$ cat src/rtl/alu_cmd_issuer.sv
// Initiator for the TotalALU command interface: takes one request at a time, drives
// funct/operands, waits the ALU latency and returns one beat (two, HI then LO, for MULTU/DIVU).
module alu_cmd_issuer #(
    parameter int WIDTH   = 32,
    parameter int ALU_LAT = 1,
    parameter int MUL_LAT = 22
) (
    input  logic             clk,
    input  logic             reset,
    input  logic             req_valid,
    output logic             req_ready,
    input  logic [5:0]       req_op,
    input  logic [WIDTH-1:0] req_a,
    input  logic [WIDTH-1:0] req_b,
    output logic [5:0]       alu_signal,
    output logic [WIDTH-1:0] alu_dataA,
    output logic [WIDTH-1:0] alu_dataB,
    input  logic [WIDTH-1:0] alu_output,
    output logic             rsp_valid,
    input  logic             rsp_ready,
    output logic [WIDTH-1:0] rsp_data,
    output logic             rsp_hi,
    output logic             rsp_err
);

    localparam int MAXL = (ALU_LAT > MUL_LAT) ? ALU_LAT : MUL_LAT;
    localparam int CW   = $clog2(MAXL + 1);

    localparam logic [5:0] OP_MFHI = 6'd16;
    localparam logic [5:0] OP_MFLO = 6'd18;

    typedef enum logic [2:0] {
        S_IDLE, S_EXEC, S_MUL_WAIT, S_MFHI, S_RSP_HI, S_MFLO, S_RSP
    } state_t;

    state_t           r_state, w_state_nxt;
    logic [CW-1:0]    r_cnt, w_cnt_nxt;
    logic             r_req_ready, w_ready_nxt;
    logic [5:0]       r_alu_signal, w_sig_nxt;
    logic [WIDTH-1:0] r_alu_a, w_a_nxt;
    logic [WIDTH-1:0] r_alu_b, w_b_nxt;
    logic             r_rsp_valid, w_vld_nxt;
    logic [WIDTH-1:0] r_rsp_data, w_data_nxt;
    logic             r_rsp_hi, w_hi_nxt;
    logic             r_rsp_err, w_err_nxt;

    function automatic logic is_single(input logic [5:0] op);
        case (op)
            6'd36, 6'd37, 6'd32, 6'd34, 6'd42, 6'd0, 6'd2: is_single = 1'b1;
            default:                                       is_single = 1'b0;
        endcase
    endfunction

    function automatic logic is_muldiv(input logic [5:0] op);
        is_muldiv = (op == 6'd25) || (op == 6'd27);
    endfunction

    always_comb begin
        w_state_nxt = r_state;
        w_cnt_nxt   = r_cnt;
        w_sig_nxt   = r_alu_signal;
        w_a_nxt     = r_alu_a;
        w_b_nxt     = r_alu_b;
        w_vld_nxt   = r_rsp_valid;
        w_data_nxt  = r_rsp_data;
        w_hi_nxt    = r_rsp_hi;
        w_err_nxt   = r_rsp_err;
        case (r_state)
            S_IDLE: begin
                if (req_valid && r_req_ready) begin
                    if (is_single(req_op)) begin
                        w_sig_nxt   = req_op;
                        w_a_nxt     = req_a;
                        w_b_nxt     = req_b;
                        w_cnt_nxt   = CW'(ALU_LAT);
                        w_state_nxt = S_EXEC;
                    end else if (is_muldiv(req_op)) begin
                        w_sig_nxt   = req_op;
                        w_a_nxt     = req_a;
                        w_b_nxt     = req_b;
                        w_cnt_nxt   = CW'(MUL_LAT);
                        w_state_nxt = S_MUL_WAIT;
                    end else begin
                        // Unsupported op never reaches the ALU; answer with an error beat.
                        w_vld_nxt   = 1'b1;
                        w_err_nxt   = 1'b1;
                        w_data_nxt  = '0;
                        w_hi_nxt    = 1'b0;
                        w_state_nxt = S_RSP;
                    end
                end
            end
            S_EXEC: begin
                if (r_cnt == CW'(1)) begin
                    w_data_nxt  = alu_output;
                    w_vld_nxt   = 1'b1;
                    w_hi_nxt    = 1'b0;
                    w_err_nxt   = 1'b0;
                    w_state_nxt = S_RSP;
                end else begin
                    w_cnt_nxt = r_cnt - CW'(1);
                end
            end
            S_MUL_WAIT: begin
                if (r_cnt == CW'(1)) begin
                    w_sig_nxt   = OP_MFHI;
                    w_cnt_nxt   = CW'(ALU_LAT);
                    w_state_nxt = S_MFHI;
                end else begin
                    w_cnt_nxt = r_cnt - CW'(1);
                end
            end
            S_MFHI: begin
                if (r_cnt == CW'(1)) begin
                    w_data_nxt  = alu_output;
                    w_hi_nxt    = 1'b1;
                    w_vld_nxt   = 1'b1;
                    w_err_nxt   = 1'b0;
                    w_state_nxt = S_RSP_HI;
                end else begin
                    w_cnt_nxt = r_cnt - CW'(1);
                end
            end
            S_RSP_HI: begin
                if (rsp_ready) begin
                    w_sig_nxt   = OP_MFLO;
                    w_cnt_nxt   = CW'(ALU_LAT);
                    w_vld_nxt   = 1'b0;
                    w_state_nxt = S_MFLO;
                end
            end
            S_MFLO: begin
                if (r_cnt == CW'(1)) begin
                    w_data_nxt  = alu_output;
                    w_hi_nxt    = 1'b0;
                    w_vld_nxt   = 1'b1;
                    w_state_nxt = S_RSP;
                end else begin
                    w_cnt_nxt = r_cnt - CW'(1);
                end
            end
            S_RSP: begin
                if (rsp_ready) begin
                    w_vld_nxt   = 1'b0;
                    w_err_nxt   = 1'b0;
                    w_state_nxt = S_IDLE;
                end
            end
            default: w_state_nxt = S_IDLE;
        endcase
        w_ready_nxt = (w_state_nxt == S_IDLE);
    end

    always_ff @(posedge clk or negedge reset) begin
        if (!reset) begin
            r_state      <= S_IDLE;
            r_cnt        <= '0;
            r_req_ready  <= 1'b0;
            r_alu_signal <= '0;
            r_alu_a      <= '0;
            r_alu_b      <= '0;
            r_rsp_valid  <= 1'b0;
            r_rsp_data   <= '0;
            r_rsp_hi     <= 1'b0;
            r_rsp_err    <= 1'b0;
        end else begin
            r_state      <= w_state_nxt;
            r_cnt        <= w_cnt_nxt;
            r_req_ready  <= w_ready_nxt;
            r_alu_signal <= w_sig_nxt;
            r_alu_a      <= w_a_nxt;
            r_alu_b      <= w_b_nxt;
            r_rsp_valid  <= w_vld_nxt;
            r_rsp_data   <= w_data_nxt;
            r_rsp_hi     <= w_hi_nxt;
            r_rsp_err    <= w_err_nxt;
        end
    end

    assign req_ready  = r_req_ready;
    assign alu_signal = r_alu_signal;
    assign alu_dataA  = r_alu_a;
    assign alu_dataB  = r_alu_b;
    assign rsp_valid  = r_rsp_valid;
    assign rsp_data   = r_rsp_data;
    assign rsp_hi     = r_rsp_hi;
    assign rsp_err    = r_rsp_err;

endmodule

$ cat config.mk
export PLATFORM = sky130hd
export DESIGN_NAME = alu_cmd_issuer
export DESIGN_NICKNAME = d
export VERILOG_FILES = /design/src/rtl/alu_cmd_issuer.sv
export SDC_FILE = /design/constraint.sdc
export NUM_CORES = 1
export LEC_CHECK = 0
export ABC_AREA = 0
export BUFFER_PORTS_ARGS = -buffer_cell sky130_fd_sc_hd__clkbuf_2
export CAP_MARGIN = 20
export CORE_MARGIN = 2
export CORE_UTILIZATION = 52
export CTS_CLUSTER_DIAMETER = 50
export DETAILED_ROUTE_END_ITERATION = 7
export MAX_ROUTING_LAYER = met4
export PLACE_DENSITY = 0.86
export SETUP_SLACK_MARGIN = 0.4
export SKIP_LAST_GASP = 1
export SYNTH_ARGS = -nofsm -noshare
export SYNTH_HDL_FRONTEND = slang
export SYNTH_SLANG_ARGS = --single-unit
$ cat constraint.sdc
create_clock -name clk -period 5.1 [get_ports clk]
set_clock_uncertainty 0.1 [all_clocks]
set_input_delay 1.02 -clock clk [delete_from_list [all_inputs] [get_ports clk]]
set_output_delay 1.02 -clock clk [all_outputs]
set_load 0.05 [all_outputs]
* Word-level counts from Yosys, hierarchy flattened
Index checks and enable logic that the tools add are counted.
Storage, ports and cells: register bits after elaboration 114, latch bits 0, bits in writable memories 0, bits in read-only memories 0, bits of input ports 106, output and inout bits 106, logic and storage cells 109, memories 0
Operators by class: $add $sub $neg 1, multipliers 0, divide/modulo/power cells 0, magnitude comparators 0, equality and inequality tests 28, shift operators 0, multiplexer cells 46, bitwise gates (word level) 0, reduce and logical (&&, ||, !) cells 24
Operator list (count):
- 32-bit 2-to-1 mux | 8
- 32-bit case mux with 2 select lines | 1
- 6-bit == test, second input constant | 5
- 5-bit 2-to-1 mux | 6
- 6-bit 2-to-1 mux | 5
- 3-bit 2-to-1 mux | 8
- 5-bit case mux with 4 select lines | 1
- 3-bit case mux with 6 select lines | 1
- 6-bit case mux with 3 select lines | 1
- 6-bit AND reduction | 3
- 2-bit inequality test, second input constant | 8
- 5-bit AND reduction | 3
- 6-bit by 5-bit == test with 1-bit output, second input constant | 2
- 1-bit 2-to-1 mux | 12
- 3-bit nonzero test | 4
- 3-bit == test, second input constant | 3
- 1-bit case mux with 3 select lines | 3
- 2-bit by 1-bit inequality test with 1-bit output, second input constant | 4
- 7-bit OR reduction | 1
- 3-bit by 2-bit == test with 1-bit output, second input constant | 2
- 6-bit by 2-bit == test with 1-bit output, second input constant | 1
- 3-bit logical NOT | 2
- 6-bit logical NOT | 1
- 2-bit OR reduction | 3
- 10 further kinds | 11

* Longest topological paths before layout
Gate-level depths: netlist (run 1).
depth after elaboration 9, depth in mapped cells 8, mapped depth without buffers 7

* Worst setup path after synthesis (run 1)
Ideal clock, no wire load.
kind in2reg, start input req_op[3], end register r_cnt[1], setup time 125 ps, data arrival time 2342 ps, path slack 2534 ps, stages on the path 6, buffers on the path 1, path through a21boi_1 -> or4_4 -> nand3_1 -> and3_1 -> buf_2 -> mux2_2
Between the ends: word-level cells in the longest chain between the ends 8, elaborated cells on any way between the ends 19
Ends and longest elaborated chain:
- start: declaration | RTL line 12 | input logic [5:0] req_op,
- 6-bit == test, or another cell as far along | RTL line 48 | case (op)
- 7-bit OR reduction | RTL line 48
- 1-bit 2-to-1 mux | RTL line 48
- 1-bit 2-to-1 mux | RTL line 70 | if (req_valid && r_req_ready) begin
- 1-bit 2-to-1 mux | RTL line 68 | case (r_state)
- 5-bit 2-to-1 mux | RTL line 71 | if (is_single(req_op)) begin
- 5-bit 2-to-1 mux | RTL line 70
- 5-bit case mux with 4 select lines | RTL line 68
- end signal: assignment | RTL line 168 | r_cnt <= w_cnt_nxt;
- end: declaration | RTL line 37 | logic [CW-1:0] r_cnt, w_cnt_nxt;
Several ways; a longest one is shown, not always the timed one. The select of a mux whose other input is x is not followed. A chain may end at the register's enable or synchronous reset.

* Worst setup path after layout (run 1)
start input req_op[3], end register r_alu_a[31], in the netlist alu_dataA[31]
Between the ends: word-level cells in the longest chain between the ends 7, elaborated cells on any way between the ends 17
Ends and longest elaborated chain:
- 6-bit == test, or another cell as far along | RTL line 48
- 7-bit OR reduction | RTL line 48
- 1-bit 2-to-1 mux | RTL line 48
- 1-bit 2-to-1 mux | RTL line 70
- 1-bit 2-to-1 mux | RTL line 68
- 2-bit nonzero test (no source line)
- 3-bit AND reduction (no source line)
- end signal: assignment | RTL line 171 | r_alu_a <= w_a_nxt;
- end: declaration | RTL line 40 | logic [WIDTH-1:0] r_alu_a, w_a_nxt;
Several ways; a longest one is shown, not always the timed one. The select of a mux whose other input is x is not followed.

==> results of run 1 <==
## per-stage QoR
| stage | hold WS, ns | util | instance area [um2] |
|---|---|---|---|
| after floorplan | 0.418 | - | 5020 |
| after global routing | 0.413 | 0.715 | 6630 |
| after global placement | 0.383 | 0.650 | 6040 |
| final | 0.397 | 0.715 | 6630 |
| after CTS | 0.405 | 0.715 | 6630 |
| after detailed placement | 0.383 | 0.650 | 6040 |
## how the worst max path moves through the flow
stage                                to
final                     alu_dataA[31]
after global placement    alu_dataA[31]
after global routing      alu_dataA[31]
after CTS                 alu_dataA[31]
after detailed placement  alu_dataA[31]
after floorplan                r_cnt[1]
## sequential cells by signal, indices dropped and copies added, names as in the netlist
signal,flops
alu_dataA,32
alu_dataB,32
rsp_data,32
alu_signal,6
r_cnt,5
r_state,3
req_ready,1
rsp_err,1
rsp_hi,1
rsp_valid,1
## cell usage in the layout (no fill, tap or decap), drive strengths merged, types with 2 or more instances in the layout
cell and n:
nor2 9, dfrtp 114, mux2 68, nand3 4, a21oi 8, nor4 2
a22o 33, a221o 2, clkinv 3, or2 2, nand2b 3, ha 2
a21boi 2, buf 3, nand2 15, clkinvlp 3, o21ai 10, mux2i 5
and3 3, o211ai 4, inv 12, nor3 2, nand4bb 2, bufinv 3
clkbuf 228
## per-layer routing
layer	GRT usage	routed length (um)	vias up
li1	-	-	1649
met3	0.0629	868	18
met2	0.427	6690	148
met5	-	0	-
met4	0.0903	241	0
met1	0.276	4830	1811
## power by group through the flow
stage | combinational [uW] | clock [uW] | sequential, uW
global route | 2970 | 1260 | 1690
floorplan | 885 | 0 | 2930
global placement | 2770 | 0 | 1610
finish | 2830 | 1200 | 1650
CTS | 2850 | 1210 | 1640
detailed placement | 2820 | 0 | 1630
## area by class of cell
type | instances | area share
sequential | 114 | 0.430
multi-input combinational | 193 | 0.290
timing repair buffer | 213 | 0.162
clock buffer | 18 | 0.0630
clock inverter | 14 | 0.0270
tap | 129 | 0.0243
inverter | 7 | 0.00396
## cell families after synthesis
family | share of synthesized area
and+or+nand+nor | 0.0606
AOI/OAI and AO/OA | 0.107
DFF | 0.569
xor gates and xnor gates | 0.00175
muxes | 0.209
buffers and inverters | 0.0481
adders and majority gates | 0.00499
==> results.yml, run 1 <==
worst_setup_path:
  crit_chain: "clkbuf_2 -> a21boi_1 -> or4_4 -> a21boi_4 -> buf_4 -> mux2_2"
  arrival_ns: 3.19
  crit_type: "primary input to flop"
  cp_num_cells: 6
  reg2reg_to: "alu_dataA[31]"
  cp_num_buf_inv: 2
  crit_family: "buffers and inverters"
  r2r_cells: 5
  cp-startpoint: "req_op[3]"
  rrSetupSlack_ns: 2.20
  max_stage_delay_ns: 0.83
  cp.required_ns: 5.37
  crit_path_start_kind: "primary input"
  path_max_fanout: 64
  critical_path.slowest_cell: "buf_4"
  end_kind: "flop"
  timing.rr.start: "r_state[1]"
logic_synthesis:
  yosys_warnings: 0
  avgSynthCellArea_um2: 15.0
  synthTopCellsByArea: "dfrtp_1, mux2_4, a22o_1"
  syn-cell-area_mm2: 0.00502
  syn_nets: 442
  synth_top_area_cell: "dfrtp_1"
  netlist_top_cells_count: "dfrtp_1, mux2_4, a22o_1"
  ys.flop_type: "dfrtp_1"
  synth.top_cell.area_share: 0.569
  syn_inst: 334
  synth_most_common_cell: "dfrtp_1"
  ys_ff_latch: 114
  seq_area_frac_synth: 0.569
  ys_types: 46
  synth_edf_count: 0
  async_flop_share: 1.00
floorplanning:
  start_util: 0.540
  rows: 35
  dieArea_mm2: 0.0105
  core_area_mm2: 0.00928
  ios: 212
  die_y_um: 102
  die-width_um: 102
power:
  total_power_uw: 5670
  switching_share: 0.481
  power_frac_seq: 0.290
  clkPwrFrac: 0.211
  pwr-share-comb: 0.499
  switching_power_uw: 2730
  ir_drop_mv: 0.353
  power_density_mw_per_mm2: 855
  p_leak_uw: 0.00354
  p_int_uw: 2940
hold_path:
  hold_depth: 1
  min_from: "rsp_data[0]"
  holdPathEnd: "rsp_data[0]"
  hp-class: "flop to flop"
global_routing:
  grt_pass1_wl_um: 19000
  grt_usage: 0.247
  grt_pass1_vias: 3640
  grt_max_degree: 65
  gr-total-overflow: 0
  antenna_found_initial: 0
placement:
  hpwl_um: 8410
  place_ws_ns: 1.71
  dp.cells: 656
  io_buffer_count: 211
  place_congestion: 0.933
clock_network:
  cts.path.max_buffers: 2
  clk_pin_slew_ns: 0.06
  htree_levels: 4
  insertion_delay_ns: 0.50
  cts_tree: "built"
  ctsResizeCount: 0
  cts_buffers: 17
  cts_hold_buf: 0
  cts_setup_buffers: 0
  clockRootBuffer: "clkbuf_8"
  numClockSinks: 114
finish:
  nets: 654
  drive_above_1_share: 0.580
  area_growth_syn_to_layout_pct: 32.2
  fin_cells: 688
  n_fill_cell: 662
  multiInputGateArea_mm2: 0.00192
  diodes: 0
  final-seq-area_mm2: 0.00285
detailed_routing:
  final_antenna_net_count: 0
  drc: 0
  routed_wl_um: 12600
  num_vias: 3626
  via_per_inst: 5.27
  first_pass_iters: 5
  avgRoutedWirePerCell_um: 18.4
  dr.first_iter.drc_count: 119
sta:
  worst_slew_pin_slew_ns: 1.11
  slew_headroom: 0.259
  max_freq_ghz: 0.343
  timing.final.crit_share: 0.571
  drv_slew: 0
  hold_violations: 0
  fin_setup_tns_ns: 0
  final-setup-viol-count: 0
  rsz0062_at_grt: "no"
  setup_ws_ns: 2.19
  min_period_ns: 2.91
job:
  max-cap-violations: 0
outcome:
  status: "finished clean"
(Power assumes the default switching activity.)
==> run 2: changes to the inputs <==
CORE_UTILIZATION = 48   (was 52)
PLACE_DENSITY = 0.8   (was 0.86)
clock period = 2.9 ns   (was 5.1 ns; I/O delays follow)
==> run 2 against run 1 <==
Critical path type is now flop to flop. Register-to-register slack worse by 1.5 ns. First-iteration DRC count increased by 53%. Wire length is 3.4% lower. Hold slack got worse by 0.21 ns. Largest power group unchanged. Utilization down 5.4 points. Critical path depth stayed put.
==> results.yml, run 2 (same netlist as run 1, synthesis figures left out) <==
clock_network:
  insertion_delay_ns: 0.51
  cts.path.max_buffers: 2
  clk_pin_slew_ns: 0.06
  clockRootBuffer: "clkbuf_8"
  ctsResizeCount: 0
  numClockSinks: 114
  cts_tree: "built"
  htree_levels: 4
  cts_buffers: 17
sta:
  drv_slew: 0
  hold_violations: 0
  timing.final.crit_share: 0.773
  worst_slew_pin_slew_ns: 0.544
  final-setup-viol-count: 0
  fin_setup_tns_ns: 0
  rsz0062_at_grt: "no"
  slew_headroom: 0.632
  max_freq_ghz: 0.446
  min_period_ns: 2.24
finish:
  final_area_mm2: 0.00676
  fin_cells: 707
  area_growth_syn_to_layout_pct: 34.6
  diodes: 0
  drive_above_1_share: 0.588
  final_cell_mix: "clkbuf_2, dfrtp_1, mux2_4"
  final_common_cell: "clkbuf_2"
  nets: 666
power:
  switching_share: 0.483
  pwr-share-comb: 0.514
  power_density_mw_per_mm2: 1460
  p_int_uw: 5090
  clkPwrFrac: 0.199
  p_leak_uw: 0.00361
  switching_power_uw: 4760
  ir_drop_mv: 1.10
  power_frac_seq: 0.286
global_routing:
  grt_pass1_wl_um: 19400
  grt_max_degree: 60
  antenna_found_initial: 0
  grt_usage: 0.226
  grt_pass1_vias: 3750
  gr-total-overflow: 0
worst_setup_path:
  critical_path.slowest_cell: "or4b_1"
  crit_type: "flop to flop"
  max_stage_delay_ns: 0.60
  end_kind: "flop"
  crit_path_start_kind: "flop"
  crit_chain: "inv_1 -> ha_1 -> or4b_1 -> nor2_4 -> buf_4 -> a22o_1"
  cp.required_ns: 3.24
  path_max_fanout: 32
  arrival_ns: 2.58
detailed_routing:
  wl_met3_um: 723
  via_per_inst: 5.14
  final_antenna_net_count: 0
  dr.first_iter.drc_count: 182
  met2_length_um: 6130
  first_pass_iters: 4
  drc: 0
  num_vias: 3631
  routed_wl_um: 12200
  top_layer: "met4"
  avgRoutedWirePerCell_um: 17.3
  met1Wirelength_um: 5140
floorplanning:
  die_y_um: 106
  start_util: 0.490
  rows: 37
  core_area_mm2: 0.0102
  die-width_um: 106
  dieArea_mm2: 0.0113
  ios: 212
placement:
  hpwl_um: 8960
  place_congestion: 0.890
  dp.cells: 674
  io_buffer_count: 211
  dpl_cell_area_mm2: 0.00618
job:
  max-cap-violations: 0
hold_path:
  hp-class: "primary input to flop"
outcome:
  status: "finished clean"
run 2: worst paths after layout:
| check | to | from | slack, ns | depth (start not counted) |
|---|---|---|---|---|
| max in group asynchronous | alu_dataA[26] | reset | 1.55 | 3 |
| min reg2reg | rsp_data[30] | rsp_data[30] | 0.40 | 1 |
| min | rsp_data[12] | alu_output[12] | 0.19 | 2 |
| max reg2reg | rsp_data[11] | r_cnt[1] | 0.66 | 6 |
| min in group asynchronous | rsp_err | reset | 0.46 | 2 |
| max | rsp_data[11] | r_cnt[1] | 0.66 | 6 |
run 2: worst max-delay path: cells and delay by family, from the launching register on:
family / cells / cell delay [ns]
DFF: 1 / 0.41
and+or+nand+nor: 2 / 0.81
AOI/OAI and AO/OA: 1 / 0.22
buffers and inverters: 2 / 0.43
adders and majority gates: 1 / 0.19
run 2: final cells by class:
class                           count  area [um2]
Sequential cell                   114        2850
Multi-Input combinational cell    193        1920
Tap cell                          136         170
Clock inverter                     13         125
Clock buffer                       19         442
Fill cell                         739        3480
Timing Repair Buffer              225        1220
Inverter                            7        26.3
run 2: through the flow:
step                power (uW)  worst slack [ns]  hold slack [ns]   util
floorplan                 6710             0.774            0.184      -
global placement          7750             0.422            0.382  0.604
detailed placement        7900             0.355            0.380  0.604
CTS                       9920             0.667            0.168  0.660
global route             10300             0.534            0.178  0.660
finish                    9850             0.660            0.185  0.660
run 2: metal layers:
metal,vias up,track usage
li1,1683,-
met1,1770,0.289
met2,159,0.356
met3,19,0.0484
met4,0,0.0855
met5,-,-
run 2: repair_timing:
item,in CTS,in global routing
hold buffers,1,0
endpoints found under the hold margin,32,0
setup buffers,0,0
run 2: power by group through the flow:
stage / combinational (uW) / clock, uW / sequential, uW
floorplan: 1560 / 0 / 5150
global placement: 4970 / 0 / 2790
detailed placement: 5070 / 0 / 2830
CTS: 5090 / 2000 / 2820
global route: 5300 / 2070 / 2900
finish: 5070 / 1960 / 2820
==> run 3: changes to the inputs <==
clock period = 2.3 ns   (was 2.9 ns; I/O delays follow)
==> run 3 against run 2 <==
Non-clock buffer count up 41. Global-route usage rose by 2.9 points. Flip-flop and latch count unchanged. Clock-buffer cell count is the same. Register-to-register slack worse by 0.45 ns. Critical path type unchanged. Highest routed layer unchanged.
==> results.yml, run 3 (same netlist as run 1, synthesis figures left out) <==
detailed_routing:
  dr.first_iter.drc_count: 240
  first_pass_iters: 5
  avgRoutedWirePerCell_um: 19.3
  final_antenna_net_count: 0
  routed_wl_um: 14400
  via_per_inst: 5.34
  drc: 0
  num_vias: 3991
worst_setup_path:
  end_kind: "flop"
  rrSetupSlack_ns: 0.21
  cp.required_ns: 2.60
  crit_path_start_kind: "flop"
  path_max_fanout: 5
  crit_type: "flop to flop"
  arrival_ns: 2.39
floorplanning:
  die-width_um: 106
  rows: 37
  ios: 212
  core_area_mm2: 0.0102
  die_y_um: 106
  dieArea_mm2: 0.0113
  start_util: 0.490
sta:
  max_freq_ghz: 0.477
  setup_ws_ns: 0.205
  fin_setup_tns_ns: 0
  timing.final.crit_share: 0.911
  drv_slew: 0
  final-setup-viol-count: 0
  rsz0062_at_grt: "yes"
  min_period_ns: 2.09
  hold_violations: 0
  slew_headroom: 0.730
  worst_slew_pin_slew_ns: 0.405
finish:
  nets: 707
  multiInputGateArea_mm2: 0.00201
  final-seq-area_mm2: 0.00285
  final_common_cell: "clkbuf_2"
  n_fill_cell: 682
  diodes: 0
  drive_above_1_share: 0.637
  final_area_mm2: 0.00746
  area_growth_syn_to_layout_pct: 48.8
  final_cell_mix: "clkbuf_2, dfrtp_1, mux2_4"
clock_network:
  cts_buffers: 17
  clk_pin_slew_ns: 0.06
  insertion_delay_ns: 0.52
  htree_levels: 4
  cts.path.max_buffers: 2
  clockRootBuffer: "clkbuf_8"
  cts_tree: "built"
  numClockSinks: 114
job:
  max-cap-violations: 0
outcome:
  status: "finished clean"
power:
  p_leak_uw: 0.00395
  ir_drop_mv: 1.11
  power_density_mw_per_mm2: 1790
placement:
  place_ws_ns: 0.0222
  place_congestion: 0.859
  hpwl_um: 8970
  io_buffer_count: 211
  dpl_cell_area_mm2: 0.00631
global_routing:
  grt_usage: 0.254
  grt_pass1_vias: 4089
  antenna_found_initial: 0
  grt_max_degree: 51
  gr-total-overflow: 0
  grt_pass1_wl_um: 21300
hold_path:
  hp-class: "primary input to flop"
-- run 3: cell types whose count changed in the layout (fill, tap and decap cells not counted), sizes merged --
| cell | change |
|---|---|
| buf | +38 |
| inv | -5 |
| bufinv | +4 |
| clkbuf | +3 |
-- run 3: worst max-delay path, cell delays in order (launching register included) --
cell	delay, ns
dfrtp_1	0.42
or3_4	0.38
nor2_4	0.12
a21boi_4	0.21
buf_6	0.18
buf_16	0.15
buf_8	0.11
mux2_4	0.30
-- run 3: where the power goes --
part / switching [uW] / leakage [uW] / internal, uW / total, uW
combinational: 4660 / 0.00214 / 2360 / 7030
clock: 897 / 0.000307 / 1880 / 2770
sequential: 629 / 0.00150 / 2950 / 3580
-- run 3: per-layer routing --
layer | vias to the layer above | global-route usage | part of all wire
li1 | 1767 | - | -
met1 | 1995 | 0.293 | 0.40
met2 | 193 | 0.422 | 0.52
met3 | 36 | 0.0668 | 0.057
met4 | 0 | 0.109 | 0.030
met5 | - | - | 0
-- run 3: per-stage QoR --
step	power, uW	hold slack (ns)	util	cells
floorplan	8500	0.0644	-	334
global placement	9880	0.313	0.617	688
detailed placement	10100	0.320	0.617	688
CTS	13100	0.0408	0.710	738
global route	13900	0.0441	0.729	747
finish	13400	0.0618	0.729	747
-- run 3: worst paths after layout --
| kind | from | endpoint | cells past startpoint |
|---|---|---|---|
| max in group asynchronous | reset | alu_dataB[20] | 3 |
| min in group asynchronous | reset | rsp_data[23] | 2 |
| setup reg to reg | r_state[2] | alu_dataA[18] | 7 |
| hold / removal | alu_output[5] | rsp_data[5] | 2 |
| setup / recovery | r_state[2] | alu_dataA[18] | 7 |
| hold reg to reg | rsp_data[27] | rsp_data[27] | 1 |
-- run 3: layout make-up --
class	count	area share
multi-input cells	193	0.270
repair buffers	266	0.238
inverters	7	0.00402
flip-flops and latches	114	0.382
well taps	136	0.0228
clock inverters	12	0.0251
clock buffers	19	0.0578
-- run 3: what timing repair did --
action / 4_1_cts / 5_1_grt
gates resized for setup: 32 / 20
setup endpoints to repair: 106 / 110
gates cloned: 4 / 5
hold buffers: 1 / 0
pin swaps: 4 / 5
buffers inserted: 14 / 4
hold endpoints to repair: 28 / 0
